### config.mk
export PLATFORM = sky130hd
export DESIGN_NAME = regfile_wb_arbiter
export DESIGN_NICKNAME = d
export VERILOG_FILES = /design/src/rtl/mips_pkg.sv /design/src/rtl/wb_hold_slot.sv /design/src/rtl/regfile_wb_arbiter.sv
export SDC_FILE = /design/constraint.sdc
export NUM_CORES = 1
export LEC_CHECK = 0
export BUFFER_PORTS_ARGS = -buffer_cell sky130_fd_sc_hd__buf_2
export CAP_MARGIN = 20
export CELL_PAD_IN_SITES_DETAIL_PLACEMENT = 0
export CELL_PAD_IN_SITES_GLOBAL_PLACEMENT = 2
export CORE_ASPECT_RATIO = 1.5
export CORE_MARGIN = 2
export CORE_UTILIZATION = 41
export CTS_BUF_LIST = sky130_fd_sc_hd__clkbuf_2 sky130_fd_sc_hd__clkbuf_4 sky130_fd_sc_hd__clkbuf_8
export DETAILED_ROUTE_END_ITERATION = 8
export PLACE_DENSITY_LB_ADDON = 0.25
export SLEW_MARGIN = 20
export SYNTH_ARGS = -nofsm -noshare
export SYNTH_HDL_FRONTEND = slang
export SYNTH_SLANG_ARGS = --single-unit
### constraint.sdc
create_clock -name clk -period 4.1 [get_ports clk]
set_input_delay 0.41 -clock clk [delete_from_list [all_inputs] [get_ports clk]]
set_output_delay 0.41 -clock clk [all_outputs]
set_load 0.03 [all_outputs]
### src/rtl/mips_pkg.sv
// Shared MIPS writeback definitions: default widths, source indices and the writeback entry payload.
package mips_pkg;

  localparam int unsigned DEFAULT_DATA_W = 32;
  localparam int unsigned DEFAULT_ADDR_W = 5;

  localparam int unsigned SRC_W = 1;
  localparam logic [SRC_W-1:0] SRC_ALU = 1'b0;
  localparam logic [SRC_W-1:0] SRC_MEM = 1'b1;

  typedef struct packed {
    logic                      valid;
    logic [DEFAULT_ADDR_W-1:0] addr;
    logic [DEFAULT_DATA_W-1:0] data;
  } wb_entry_t;

endpackage

### src/rtl/wb_hold_slot.sv
// One-entry writeback holding register with full flag and valid/ready handshake.
module wb_hold_slot #(
  parameter int unsigned DATA_W = 32,
  parameter int unsigned ADDR_W = 5
) (
  input  logic              clk,
  input  logic              rst_n,
  input  logic              valid,
  input  logic [ADDR_W-1:0] addr,
  input  logic [DATA_W-1:0] data,
  input  logic              grant,
  output logic              ready_c,
  output logic              fill_c,
  output logic              full,
  output logic [ADDR_W-1:0] q_addr,
  output logic [DATA_W-1:0] q_data
);

  // A slot being drained this cycle can take a new entry at the same edge.
  assign ready_c = !full || grant;
  assign fill_c  = valid && ready_c;

  always_ff @(posedge clk or negedge rst_n) begin
    if (!rst_n) begin
      full   <= 1'b0;
      q_addr <= '0;
      q_data <= '0;
    end else if (fill_c) begin
      full   <= 1'b1;
      q_addr <= addr;
      q_data <= data;
    end else if (grant) begin
      full   <= 1'b0;
    end
  end

endmodule

### src/rtl/regfile_wb_arbiter.sv
// Register file write-port arbiter between ALU and load writeback sources.
// Define WB_ROUND_ROBIN_EN for round-robin contention; default build gives loads fixed priority.
module regfile_wb_arbiter #(
  parameter int unsigned DATA_W = mips_pkg::DEFAULT_DATA_W,
  parameter int unsigned ADDR_W = mips_pkg::DEFAULT_ADDR_W
) (
  input  logic              clk,
  input  logic              rst_n,
  input  logic              alu_valid,
  output logic              alu_ready,
  input  logic [ADDR_W-1:0] alu_addr,
  input  logic [DATA_W-1:0] alu_data,
  input  logic              mem_valid,
  output logic              mem_ready,
  input  logic [ADDR_W-1:0] mem_addr,
  input  logic [DATA_W-1:0] mem_data,
  output logic              rf_write,
  output logic [ADDR_W-1:0] rf_addr,
  output logic [DATA_W-1:0] rf_wdata,
  input  logic [ADDR_W-1:0] chk_addr,
  output logic              chk_hit
);

  import mips_pkg::*;

  logic [1:0]        full;
  logic [1:0]        fill;
  logic [1:0]        grant;
  logic [1:0]        keep;
  logic [ADDR_W-1:0] q_addr [2];
  logic [DATA_W-1:0] q_data [2];
  logic              both_full;
  logic              pick_mem;
  logic              mem_older;
  logic              mem_older_nxt;
  logic [ADDR_W-1:0] win_addr;
  logic [DATA_W-1:0] win_data;

  wb_hold_slot #(.DATA_W(DATA_W), .ADDR_W(ADDR_W)) u_alu_slot (
    .clk     (clk),
    .rst_n   (rst_n),
    .valid   (alu_valid),
    .addr    (alu_addr),
    .data    (alu_data),
    .grant   (grant[SRC_ALU]),
    .ready_c (alu_ready),
    .fill_c  (fill[SRC_ALU]),
    .full    (full[SRC_ALU]),
    .q_addr  (q_addr[SRC_ALU]),
    .q_data  (q_data[SRC_ALU])
  );

  wb_hold_slot #(.DATA_W(DATA_W), .ADDR_W(ADDR_W)) u_mem_slot (
    .clk     (clk),
    .rst_n   (rst_n),
    .valid   (mem_valid),
    .addr    (mem_addr),
    .data    (mem_data),
    .grant   (grant[SRC_MEM]),
    .ready_c (mem_ready),
    .fill_c  (fill[SRC_MEM]),
    .full    (full[SRC_MEM]),
    .q_addr  (q_addr[SRC_MEM]),
    .q_data  (q_data[SRC_MEM])
  );

`ifdef WB_ROUND_ROBIN_EN
  logic rr_mem;

  // Pointer flips on every cycle where both slots compete.
  always_ff @(posedge clk or negedge rst_n) begin
    if (!rst_n) begin
      rr_mem <= 1'b1;
    end else if (both_full) begin
      rr_mem <= !rr_mem;
    end
  end
`endif

  // Same-address contention always goes to the older entry to keep write order.
  always_comb begin
    both_full = full[SRC_ALU] && full[SRC_MEM];
`ifdef WB_ROUND_ROBIN_EN
    pick_mem  = (q_addr[SRC_ALU] == q_addr[SRC_MEM]) ? mem_older : rr_mem;
`else
    pick_mem  = (q_addr[SRC_ALU] == q_addr[SRC_MEM]) ? mem_older : 1'b1;
`endif
    grant          = '0;
    grant[SRC_MEM] = full[SRC_MEM] && (!full[SRC_ALU] || pick_mem);
    grant[SRC_ALU] = full[SRC_ALU] && (!full[SRC_MEM] || !pick_mem);
    win_addr       = grant[SRC_MEM] ? q_addr[SRC_MEM] : q_addr[SRC_ALU];
    win_data       = grant[SRC_MEM] ? q_data[SRC_MEM] : q_data[SRC_ALU];
  end

  // An entry surviving the edge is older than any fill; simultaneous fills make mem older.
  always_comb begin
    keep          = full & ~grant;
    mem_older_nxt = mem_older;
    if (keep[SRC_ALU] != keep[SRC_MEM]) begin
      mem_older_nxt = keep[SRC_MEM];
    end else if (!keep[SRC_ALU]) begin
      mem_older_nxt = fill[SRC_MEM] || !fill[SRC_ALU];
    end
  end

  always_ff @(posedge clk or negedge rst_n) begin
    if (!rst_n) begin
      mem_older <= 1'b1;
    end else begin
      mem_older <= mem_older_nxt;
    end
  end

  // r0 winners are drained without asserting the write enable.
  always_ff @(posedge clk or negedge rst_n) begin
    if (!rst_n) begin
      rf_write <= 1'b0;
      rf_addr  <= '0;
      rf_wdata <= '0;
    end else if (|grant) begin
      rf_write <= (win_addr != '0);
      rf_addr  <= win_addr;
      rf_wdata <= win_data;
    end else begin
      rf_write <= 1'b0;
    end
  end

  assign chk_hit = (chk_addr != '0) &&
                   ((full[SRC_ALU] && (q_addr[SRC_ALU] == chk_addr)) ||
                    (full[SRC_MEM] && (q_addr[SRC_MEM] == chk_addr)) ||
                    (rf_write && (rf_addr == chk_addr)));

endmodule
==> results.yml, run 1 <==
outcome:
  outcome: "complete, no violations"
synth:
  synthTopCellsByCount: "dfrtp_1, mux2_2, a21o_1, a22o_1, mux2_4"
  synth_cell_types: 37
  synth_top_family_by_area: "multiplexers"
  synth_area_leaders: "dfrtp_1, mux2_4, mux2_2"
  synth_cells: 334
  ys_seq_area_frac: 0.576
  synth-edff-count: 0
  netlist_area_um2: 5000
  synth_ff_type: "dfrtp_1"
  yosys.area.top_type_share: 0.571
  synth_fp_nets: 417
  yosysWarnings: 0
  yosys.area_share.simple: 0.0358
  avgSynthCellArea_um2: 15.0
  synth_mux_area_frac: 0.199
  synth_top_area_cell: "dfrtp_1"
  synthXorXnorAreaFrac: 0.0350
  synthArstFlopShare: 1.00
  synthAdderAreaFrac: 0
  ys_seq_elements: 115
  synth_compound_area_frac: 0.122
  synth.most_common_cell: "dfrtp_1"
worst_setup_path:
  cp.required_ps: 4450
  worst-path-max-fanout: 18
  cp_data_arrival_time_ps: 2760
  cp-start-kind: "register"
  cp-end-kind: "register"
  crit_type: "register to register"
routing:
  wl_met3_um: 509
  drc: 0
  drt_iter0_drc: 117
  routed_wl_um: 11300
  wl_met2_um: 5980
  vias: 3164
  top_layer: "met4"
  first_pass_iters: 4
  via_per_inst: 5.02
  met1Wirelength_um: 4640
  detail-route-antenna-nets: 0
  routedWlPerCell_um: 17.9
finish:
  layout-drive-gt1-share: 0.499
  final_cell_area_um2: 6170
  fin_util: 0.516
  layout.cells.non_filler: 630
  antenna_cells: 0
  fin_nets: 547
  area_delta_synth_final_pct: 23.4
  fillers: 1089
clocking:
  clkTransAtPathRegs_ps: 70
  clk_latency_ps: 420
  post-cts-setup-buffers: 0
  cts_resized: 0
  clock_path_buffers: 2
  cts-htree-levels: 4
  cts_sinks: 115
  tritoncts: "done"
  root_buffer: "clkbuf_8"
  numCtsBuffers: 17
  cts_hold_buf: 0
sta:
  relSlewSlack: 0.505
  tns_ps: 0
  finalSetupViolations: 0
  rsz0062_at_grt: "no"
  period_needed_ps: 2400
  drv_slew: 0
  hold_violations: 0
  timing.hold.ws_ps: 48.4
  skew_ps: 12.6
  finalCritPeriodShare: 0.586
  tightest_slew_ps: 742
  clock.fmax_mhz: 416
die:
  die_h_um: 139
  core_area_um2: 12000
  chipWidth_um: 94.2
  start_util: 0.418
  dieArea_um2: 13100
  rows: 49
  num_io_pins: 124
placed_design:
  dp_cells: 598
  globalplace.congestion: 0.756
  placed_area_um2: 5700
  hpwl_um: 7460
  port_buffers: 123
run:
  maxCapViolCount: 0
pwr:
  leakage_nw: 3.10
  ir_worst_vdd_v: 0.000228
  powerDensity_nw_per_um2: 527
grt:
  grtUsageTotal: 0.181
  grt_pass1_vias: 3510
  gr-total-overflow: 0
  grt_pass1_wl_um: 18000
  antenna_found_initial: 0
  grt_max_degree: 59
min_path:
  hold_class: "input port to asynchronous set/reset pin"
-- layout by cell type, fill, tap and decap left out, types with 5 or more instances in the layout --
cell type,instances
xor2_1,17
a22o_1,32
clkbuf_8,22
mux2i_1,5
dfrtp_1,114
mux2_2,36
mux2_4,30
a21o_1,32
nand2_1,6
buf_2,122
mux2_1,8
buf_4,6
o21ai_0,5
-- registers in the layout (all words and copies together), names as in the netlist --
signal / flops
u_alu_slot.q_data: 32
u_mem_slot.q_data: 32
rf_write: 1
rf_addr: 5
mem_older: 1
u_mem_slot.full: 1
u_alu_slot.q_addr: 5
rf_wdata: 32
u_alu_slot.full: 1
u_mem_slot.q_addr: 5
-- cell type report --
type	instances	area [µm²]	share of cell area
clock buffer	24	318	0.0515
inverter	2	7.51	0.00122
clock inverter	8	146	0.0237
sequential	115	2880	0.467
tap	153	191	0.0310
multi-input combinational	200	1970	0.319
timing repair buffer	128	656	0.106
-- report_power, final --
part / leakage [nW] / switching (mW) / internal [mW]
clock: 0.236 / 0.441 / 0.757
sequential: 1.35 / 0.119 / 1.30
combinational: 1.51 / 0.339 / 0.291
-- worst paths after layout --
kind | start | to | slack, ps | cells after the start
worst max-delay path | u_mem_slot.q_addr[0] | rf_wdata[6] | 1700 | 6
min in group clk | mem_data[3] | u_mem_slot.q_data[3] | 210 | 2
worst min-delay path | rst_n | u_mem_slot.q_data[27] | 50 | 1
worst min register to register | u_alu_slot.q_data[18] | rf_wdata[18] | 480 | 1
max in group asynchronous | rst_n | mem_older | 3130 | 2
worst max register to register | u_mem_slot.q_addr[0] | rf_wdata[6] | 1700 | 6
-- kinds of logic (layout without fill, tap and decap cells) --
group                     count (synthesis)  in the layout
DFF                                     115            115
muxes                                    79             79
AOI/OAI and AO/OA                        75             75
and+or+nand+nor                          26             26
xor gates and xnor gates                 20             20
buffers and inverters                    19            162
-- critical path, cell delays in order, from the launching register on --
cell and delay [ps]:
dfrtp_1 430, xor2_1 200, nor4_4 420, a31oi_4 130, nor2_2 620, buf_4 370, a21o_1 150
-- stage by stage --
stage               power, mW  setup WS [ps]
floorplan                1.87           1990
global placement         2.07           1700
detailed placement       2.08           1640
CTS                      3.29           1630
global route             3.39           1540
finish                   3.25           1700
-- per-layer routing --
layer | track usage | vias up
met3 | 0.0514 | 14
met2 | 0.308 | 82
met1 | 0.213 | 1591
met5 | 0 | -
met4 | 0.0702 | 0
li1 | - | 1477
Power figures use the tool's default switching activity.
==> inputs of run 2 (changes only) <==
CORE_UTILIZATION = 38   (was 41)
clock period = 2.35 ns   (was 4.1 ns; I/O delays follow)
==> results.yml, run 2 (same netlist as run 1, synthesis figures left out) <==
outcome:
  outcome: "complete, no violations"
clocking:
  cts_sinks: 115
  cts-htree-levels: 4
  post-cts-setup-buffers: 0
  cts_hold_buf: 1
  clock_path_buffers: 2
  root_buffer: "clkbuf_8"
  cts_resized: 0
  clk_latency_ps: 410
  tritoncts: "done"
  clkTransAtPathRegs_ps: 70
  numCtsBuffers: 17
sta:
  drv_slew: 0
  finalCritPeriodShare: 0.914
  skew_ps: 12.4
  tns_ps: 0
  period_needed_ps: 2150
  finalSetupViolations: 0
  timing.hold.ws_ps: 36.7
  tightest_slew_ps: 592
  relSlewSlack: 0.605
  rsz0062_at_grt: "no"
  clock.fmax_mhz: 466
  hold_violations: 0
grt:
  grt_busiest_layer: "met2"
  antenna_found_initial: 1
  gr-total-overflow: 0
  grt_pass1_vias: 3471
  grtUsageTotal: 0.170
  grt_util_met2: 0.287
  grt_max_degree: 56
  met3_usage: 0.0454
  grt_pass1_wl_um: 18700
  met1_usage: 0.214
die:
  num_io_pins: 124
  chipWidth_um: 97.6
  dieArea_um2: 14100
  rows: 51
  core_area_um2: 12900
  start_util: 0.388
  die_h_um: 144
placed_design:
  port_buffers: 123
  globalplace.congestion: 0.785
  hpwl_um: 7850
finish:
  fillers: 1196
  multiInputGateArea_um2: 1970
  final_common_cell: "buf_2"
  final_cell_mix: "buf_2, dfrtp_1, mux2_2"
  area_delta_synth_final_pct: 25.1
  layout-drive-gt1-share: 0.506
  fin_nets: 556
  antenna_cells: 0
  reg_top3: "rf_wdata (32), u_alu_slot.q_data (32), u_mem_slot.q_data (32)"
  seq_area_um2: 2880
routing:
  routed_wl_um: 11400
  detail-route-antenna-nets: 0
  first_pass_iters: 5
  vias: 3277
  drc: 0
  routedWlPerCell_um: 17.6
  via_per_inst: 5.08
  drt_iter0_drc: 98
worst_setup_path:
  cp_cell_sequence: "xor2_1 > nor4_4 > a21bo_4 > buf_2"
  cp.required_ps: 2120
  worst-path-max-fanout: 5
  cp_data_arrival_time_ps: 1910
  crit_type: "register to output pin"
  cp_slowest_cell: "dfrtp_1"
  cp-start-kind: "register"
  cp-end-kind: "output pin"
  slowest_delay_ps: 430
pwr:
  ir_worst_vdd_v: 0.000396
  leakage_nw: 3.14
  powerDensity_nw_per_um2: 894
run:
  maxCapViolCount: 0
min_path:
  hold_class: "input port to register"
run 2: changes by cell type in the layout (fill, tap and decap cells not counted), sizes merged:
cell,change
buf,+8
bufinv,-1
clkinv,+1
dlygate4sd3,+1
run 2: power breakdown:
group | switching [mW] | leakage, nW | internal [mW] | total, mW
clock network | 0.758 | 0.228 | 1.23 | 1.99
logic | 0.605 | 1.56 | 0.528 | 1.13
registers | 0.196 | 1.35 | 2.27 | 2.47
run 2: final cells by class:
type | count | area share
clock inverter | 8 | 0.0194
inverter | 2 | 0.00120
tap | 159 | 0.0318
multi-input combinational | 200 | 0.315
timing repair buffer | 137 | 0.120
sequential | 115 | 0.461
clock buffer | 24 | 0.0518
run 2: critical path, delay by kind of cell (launching register included):
kind            cells  cell delay, ps
compound gates      1             240
xor+xnor            1             210
buf+inv             1             210
flops               1             430
simple gates        1             410
run 2: per-stage QoR:
stage	power (mW)	instances	setup slack, ps	instance area, µm²	util
2_1_floorplan	3.26	334	243	5000	-
3_3_place_gp	3.63	612	268	5800	0.450
3_5_place_dp	3.65	612	212	5800	0.450
4_1_cts	5.68	645	153	6250	0.485
5_1_grt	5.88	645	93.5	6250	0.485
6_report	5.59	645	203	6250	0.485
run 2: metal layers:
layer  wire length [µm]  vias up
li1                   -     1496
met1               4790     1674
met2               5850       95
met3                589       12
met4                141        0
met5                  0        -
run 2: worst paths after layout:
kind,cells after the start,to,from,slack (ps)
min in group asynchronous,2,u_alu_slot.q_data[27],rst_n,360
max reg2reg,6,u_mem_slot.q_data[12],u_mem_slot.q_addr[0],220
min reg2reg,1,rf_wdata[25],u_alu_slot.q_data[25],470
max,4,alu_ready,u_mem_slot.q_addr[0],200
min,2,u_mem_slot.q_data[18],mem_data[18],40
max in group asynchronous,3,u_mem_slot.q_data[29],rst_n,1260
